<file path="config.mk">
export PLATFORM = sky130hd
export DESIGN_NAME = core_fetch_redirect
export DESIGN_NICKNAME = d
export VERILOG_FILES = /design/src/rtl/core_fetch_redirect.sv
export SDC_FILE = /design/constraint.sdc
export NUM_CORES = 1
export LEC_CHECK = 0
export ABC_AREA = 1
export CORE_MARGIN = 3
export CORE_UTILIZATION = 50
export DETAILED_ROUTE_END_ITERATION = 8
export PLACE_DENSITY_LB_ADDON = 0.3
export REMOVE_ABC_BUFFERS = 1
export SLEW_MARGIN = 25
export SYNTH_ARGS = -nofsm -noshare
export SYNTH_HDL_FRONTEND = slang
export SYNTH_SLANG_ARGS = --single-unit
</file>
<file path="constraint.sdc">
create_clock -name CLK -period 2.68 [get_ports CLK]
set_clock_uncertainty 0.2 [all_clocks]
set_input_delay 0.402 -clock CLK [delete_from_list [all_inputs] [get_ports CLK]]
set_output_delay 0.402 -clock CLK [all_outputs]
set_load 0.005 [all_outputs]
</file>
<file path="src/rtl/core_fetch_redirect.sv">
// ---------------------------------------------------------------------------
// core_fetch_redirect
//   Instruction-fetch stage with branch redirect. It holds the fetch PC and
//   issues one instruction-memory request at a time. It hands each fetched
//   word to decode and reacts to redirects from the branch unit. A redirect
//   that arrives while a request is still outstanding is parked: the old
//   request drains with its address held, its data is dropped, and fetch
//   then resumes at the newest target.
//
// Ports
//   CLK, NRST          clock (rising edge), synchronous active-low reset
//   TAKE_BRANCH        one-cycle redirect strobe
//   BRANCH_TARGET[31:0] redirect address, sampled only with TAKE_BRANCH
//   IMEM_REQ/IMEM_ADDR instruction-memory request and address
//   IMEM_ACK/IMEM_RDATA completion strobe and instruction word (same cycle)
//   IF_VALID/IF_INSTR/IF_PC  instruction presented to decode
//   ID_READY           decode accepts the presented instruction
//   FLUSH              registered kill pulse, one per redirect cycle
//   ADDR_MISALIGN      registered pulse for a target with bits [1:0] != 0
// ---------------------------------------------------------------------------
module core_fetch_redirect #(
    parameter logic [31:0] RESET_PC = 32'h0000_0000
) (
    input  logic        CLK,
    input  logic        NRST,
    input  logic        TAKE_BRANCH,
    input  logic [31:0] BRANCH_TARGET,
    output logic        IMEM_REQ,
    output logic [31:0] IMEM_ADDR,
    input  logic        IMEM_ACK,
    input  logic [31:0] IMEM_RDATA,
    output logic        IF_VALID,
    output logic [31:0] IF_INSTR,
    output logic [31:0] IF_PC,
    input  logic        ID_READY,
    output logic        FLUSH,
    output logic        ADDR_MISALIGN
);

    localparam logic [1:0] ST_FETCH   = 2'd0;
    localparam logic [1:0] ST_WAIT_ID = 2'd1;
    localparam logic [1:0] ST_DRAIN   = 2'd2;

    logic [1:0]  state_reg,      state_next;
    logic [31:0] pc_reg,         pc_next;
    logic [31:0] drain_addr_reg, drain_addr_next;
    logic        if_valid_reg,   if_valid_next;
    logic [31:0] if_instr_reg,   if_instr_next;
    logic [31:0] if_pc_reg,      if_pc_next;
    logic        flush_reg,      flush_next;
    logic        misalign_reg,   misalign_next;

    logic [31:0] target_aligned;

    assign target_aligned = {BRANCH_TARGET[31:2], 2'b00};

    always_comb begin
        state_next      = state_reg;
        pc_next         = pc_reg;
        drain_addr_next = drain_addr_reg;
        if_valid_next   = if_valid_reg;
        if_instr_next   = if_instr_reg;
        if_pc_next      = if_pc_reg;
        flush_next      = TAKE_BRANCH;
        misalign_next   = TAKE_BRANCH && (BRANCH_TARGET[1:0] != 2'b00);

        case (state_reg)
            ST_FETCH: begin
                if (TAKE_BRANCH) begin
                    pc_next = target_aligned;
                    // Request still in flight: keep showing its address
                    // until memory completes it, then drop the data.
                    if (!IMEM_ACK) begin
                        drain_addr_next = pc_reg;
                        state_next      = ST_DRAIN;
                    end
                end else if (IMEM_ACK) begin
                    if_instr_next = IMEM_RDATA;
                    if_pc_next    = pc_reg;
                    pc_next       = pc_reg + 32'd4;   // wraps naturally at 2^32
                    if_valid_next = 1'b1;
                    state_next    = ST_WAIT_ID;
                end
            end
            ST_WAIT_ID: begin
                if (TAKE_BRANCH) begin
                    pc_next       = target_aligned;
                    if_valid_next = 1'b0;
                    state_next    = ST_FETCH;
                end else if (ID_READY) begin
                    if_valid_next = 1'b0;
                    state_next    = ST_FETCH;
                end
            end
            ST_DRAIN: begin
                // Newest redirect always wins; the drained data is ignored.
                if (TAKE_BRANCH) begin
                    pc_next = target_aligned;
                end
                if (IMEM_ACK) begin
                    state_next = ST_FETCH;
                end
            end
            default: begin
                state_next    = ST_FETCH;
                if_valid_next = 1'b0;
            end
        endcase
    end

    always_ff @(posedge CLK) begin
        if (!NRST) begin
            state_reg      <= ST_FETCH;
            pc_reg         <= RESET_PC;
            drain_addr_reg <= 32'd0;
            if_valid_reg   <= 1'b0;
            if_instr_reg   <= 32'd0;
            if_pc_reg      <= 32'd0;
            flush_reg      <= 1'b0;
            misalign_reg   <= 1'b0;
        end else begin
            state_reg      <= state_next;
            pc_reg         <= pc_next;
            drain_addr_reg <= drain_addr_next;
            if_valid_reg   <= if_valid_next;
            if_instr_reg   <= if_instr_next;
            if_pc_reg      <= if_pc_next;
            flush_reg      <= flush_next;
            misalign_reg   <= misalign_next;
        end
    end

    // The request is gated by NRST so that it is low during reset yet rises
    // in the very first cycle after release, without waiting for a register.
    assign IMEM_REQ      = NRST && (state_reg != ST_WAIT_ID);
    assign IMEM_ADDR     = (state_reg == ST_DRAIN) ? drain_addr_reg : pc_reg;
    assign IF_VALID      = if_valid_reg;
    assign IF_INSTR      = if_instr_reg;
    assign IF_PC         = if_pc_reg;
    assign FLUSH         = flush_reg;
    assign ADDR_MISALIGN = misalign_reg;

endmodule

</file>
# --- After elaboration in Yosys (flattened, before gate mapping) ---
# Index checks and enable logic that the tools add are counted.
word_totals:
  ff_bits: 133
  latch_bits: 0
  ramBits: 0
  rom_bits: 0
  wordCells: 50
  mem_count: 0
op_classes:
  addsub: 1
  mul: 0
  div: 0
  n_lt_le_gt_ge: 0
  eq_ne: 10
  shifts: 0
  muxes: 17
  n_bitwise: 3
  reduce_logical: 11
op_table:
  columns: ["op", "count"]
  rows:
  - ["32-bit two-way mux", 4]
  - ["32-bit case mux with 2 select lines", 1]
  - ["32-bit by 3-bit adder with 32-bit output (second input constant)", 1]
  - ["2-bit two-way mux", 6]
  - ["3-bit inequality test (second input constant)", 3]
  - ["3-bit AND reduction", 3]
  - ["4-bit AND reduction", 2]
  - ["2-bit inequality test (second input constant)", 3]
  - ["2-bit case mux with 3 select lines", 1]
  - ["1-bit two-way mux", 4]
  - ["2-bit by 1-bit inequality test with 1-bit output (second input constant)", 2]
  - ["2-bit nonzero test", 2]
  - ["1-bit inverter", 3]
  - ["1-bit case mux with 3 select lines", 1]
  - ["2-bit by 1-bit equality test with 1-bit output (second input constant)", 1]
  - ["2-bit equality test (second input constant)", 1]
  - ["1-bit logical AND", 2]
  - ["2-bit zero test", 1]
  - ["2-bit OR reduction", 1]

# --- Depth between registers and ports, before layout ---
# Gate-level depths: netlist of the first run.
logic_depth:
  depth_word: 4
  ltp_mapped: 10
  depth_no_buf: 10

# --- Least setup slack after synthesis of the first run ---
# OpenSTA, ideal clock, no wires.
synth_timing:
  kind: "register to output"
  from: "reg state_reg[0]"
  to: "out IMEM_ADDR[10]"
  t_arrival_ns: 1.238
  required_time_ns: 2.078
  slack_ns: 0.840
  path_stages_with_launch: 7
  n_path_buf: 2
  path_cell_list: "dfxtp_1 inv_1 ha_1 clkbuf_1 clkbuf_1 nand2_1 o21ai_0"
synth_between:
  elab_chain_cells: 2
synth_lines:
  columns: ["item", "line_no", "source"]
  rows:
  - ["start: declaration", "44", "logic [1:0] state_reg, state_next;"]
  - ["start signal: assignment", "122", "state_reg <= state_next;"]
  - ["2-bit equality test", "136", "assign IMEM_ADDR = (state_reg == ST_DRAIN) ? drain_addr_reg : pc_reg;"]
  - ["32-bit two-way mux", "136", null]
  - ["end: declaration", "29", "output logic [31:0] IMEM_ADDR,"]
# Every way passes these cells.

# --- Worst setup path after layout of the first run ---
layout_timing:
  from: "reg state_reg[0]"
  to: "out IMEM_ADDR[8]"
# The elaborated chain is that of the path after synthesis.

==> results of run 1 <==
worst max-delay path, cell delays in order (launching register included):
cell and delay (ns):
dfxtp_1 0.35, inv_1 0.09, ha_4 0.20, clkbuf_16 0.20, o21ai_0 0.18, clkdlybuf4s50_1 0.55
path summary, 6_finish.rpt:
kind | start | endpoint | cells after the start | slack [ns]
setup / recovery | state_reg[0] | IMEM_ADDR[8] | 5 | 0.09
hold / removal | pc_reg[31] | pc_reg[31] | 2 | 0.29
setup reg to reg | state_reg[1] | pc_reg[8] | 8 | 0.52
hold reg to reg | pc_reg[31] | pc_reg[31] | 2 | 0.29
power groups by stage:
stage               Combinational [W]  Clock, W  Sequential [W]
detailed placement            0.00143         0         0.00233
global placement              0.00141         0         0.00233
finish                        0.00148   0.00224         0.00231
floorplan                    0.000696         0         0.00230
CTS                           0.00145   0.00228         0.00230
global route                  0.00165   0.00236         0.00233
cells in the final DEF, fill, tap and decap left out, drive strengths merged:
cell,instances
conb,4
nand3,35
buf,14
a31oi,3
nand4,4
clkdlybuf4s50,158
o31ai,1
nor3,3
nand3b,1
nand2,192
inv,45
ha,4
xnor2,1
a211oi,1
o211a,1
dlymetal6s2s,5
o211ai,1
clkbuf,24
dfxtp,127
a221oi,1
bufinv,2
clkinv,6
or2,1
nor2,170
a21oi,83
o21ai,142
cell type report:
type / count / area (um^2)
Sequential cell: 127 / 2540
Tap cell: 143 / 179
Multi-Input combinational cell: 648 / 2990
Clock buffer: 23 / 488
Clock inverter: 7 / 85.1
Fill cell: 947 / 3250
Inverter: 46 / 173
Timing Repair Buffer: 178 / 1810
cells by family (layout without fill, tap and decap cells):
family	count (synthesis)	in the layout	share of synthesized area
xor gates and xnor gates	1	1	0.00147
adders and majority gates	4	4	0.00840
AOI/OAI and AO/OA	233	233	0.199
other	1	4	0.000629
buffers and inverters	100	254	0.0766
and+or+nand+nor	406	406	0.287
DFF	127	127	0.427
per-layer routing:
metal | GRT usage | wire length, um | vias to the layer above
met4 | 0.0837 | 320 | 0
li1 | - | - | 3124
met2 | 0.396 | 7710 | 259
met1 | 0.330 | 7440 | 2819
met5 | 0 | 0 | -
met3 | 0.0995 | 1590 | 28
through the flow:
step	total power [W]	hold WS [ns]	cells	area, um^2
2_1_floorplan	0.00299	0.258	821	5690
3_3_place_gp	0.00374	0.265	1139	7630
3_5_place_dp	0.00376	0.279	1139	7630
4_1_cts	0.00603	0.289	1169	8220
5_1_grt	0.00634	0.306	1172	8270
6_report	0.00603	0.287	1172	8270
timing repair:
action	in CTS	in global routing
cloned	0	1
endpoints found under the setup margin	20	25
buffers inserted	0	2
hold endpoints to repair	0	0
resized for setup	1	16
pin swaps	0	0
==> results.cfg, run 1 <==
[global_route]
grt_antenna_before_repair = 0
overflow = 0
track_usage = 0.256
grt_pass1_wl_mm = 27.4
first_global_vias = 5635
grt_max_degree = 101

[yosys]
synth.distinct_cells = 35
synth_edf_count = 0
synth_area_um2 = 5960
synth.top_cell.area_share = 0.427
synthCells = 872
yosysMostFrequentCell = nand2_1
ys_seq_elements = 127
synth_area_leader_cell = dfxtp_1
ys.flop_type = dfxtp_1
synth_area_leaders = dfxtp_1 (43%), o21ai_0 (12%), nand2_1 (12%)
seq_area_frac_synth = 0.427
syn_avg_cell_area_um2 = 6.83
synthArstFlopShare = 0
netlist_top_cells_count = nand2_1 (187), nor2_1 (154), o21ai_0 (141)
ys_warn_count = 0

[floorplanning]
row_count = 39
initial_core_util = 0.517
pin_count = 169
dieArea_um2 = 13300
design.core.area_um2 = 11500
die_h_um = 115
fp.dieW_um = 115

[sta]
fin_ws_ns = 0.0886
slew_headroom = 0.422
fmax_mhz = 386
slew_viol_final = 0
grt_setup_unrepaired = yes
finalHoldViolCount = 0
finalCritPeriodShare = 0.967
finalSetupViolCount = 0
tns_ns = 0
worst-slew-pin-transition_ns = 0.867
min_period_ns = 2.59

[drt]
drt.antenna.violating_nets = 0
vias = 6230
wl_per_cell_um = 14.6
drt_iter0_markers = 446
via_per_inst = 5.32
finalWirelength_mm = 17.1
drtPass1Iterations = 5
drc = 0

[pwr]
p_int_w = 0.00426
swShare = 0.293
clkPwrFrac = 0.372
p_seq_frac = 0.383
leakagePower_nw = 3.25
powerDensity_nw_per_um2 = 729
max-vdd-ir-drop_mv = 0.597
power_switching_w = 0.00177
combPwrFrac = 0.246

[final_layout]
layout-drive-gt1-share = 0.0748
nets = 1091
largest_register_ff_count = 32
insertedDiodeCount = 0
final_util = 0.718
area_delta_synth_final_pct = 38.7

[critical_path]
worstPathRequired_ns = 2.08
critPathCaptureType = output pin
start_kind = register
crit_arrival_ns = 1.99
path_class = register to output pin
worst-path-max-fanout = 25

[placed_design]
port_buffers = 164
gp_congestion = 0.933
dp_hpwl_mm = 11.3
place_ws_ns = 0.194

[status]
status = completed

[hold_path]
hp-class = register to register

[clock_network]
cts.sinks = 127
clockRootBuffer = clkbuf_16
clkSlewWorstSetupHoldPaths_ns = 0.05
htreeDepth = 4
numCtsBuffers = 17
cts_tree = built
clockBufferDepth = 2
clk_latency_ns = 0.42
hold_buffers = 0

[run]
drv_cap = 0
Note: power is estimated with default switching activity, not from simulation.
==> run 2, diff against run 1 <==
--- a/config.mk
+++ b/config.mk
@@ -11,7 +11,6 @@
 export DETAILED_ROUTE_END_ITERATION = 8
 export PLACE_DENSITY_LB_ADDON = 0.3
 export REMOVE_ABC_BUFFERS = 1
-export SLEW_MARGIN = 25
 export SYNTH_ARGS = -nofsm -noshare
 export SYNTH_HDL_FRONTEND = slang
 export SYNTH_SLANG_ARGS = --single-unit
==> results of run 2 <==
Same layout as run 1: the final DEF is identical, and so are final timing and power.
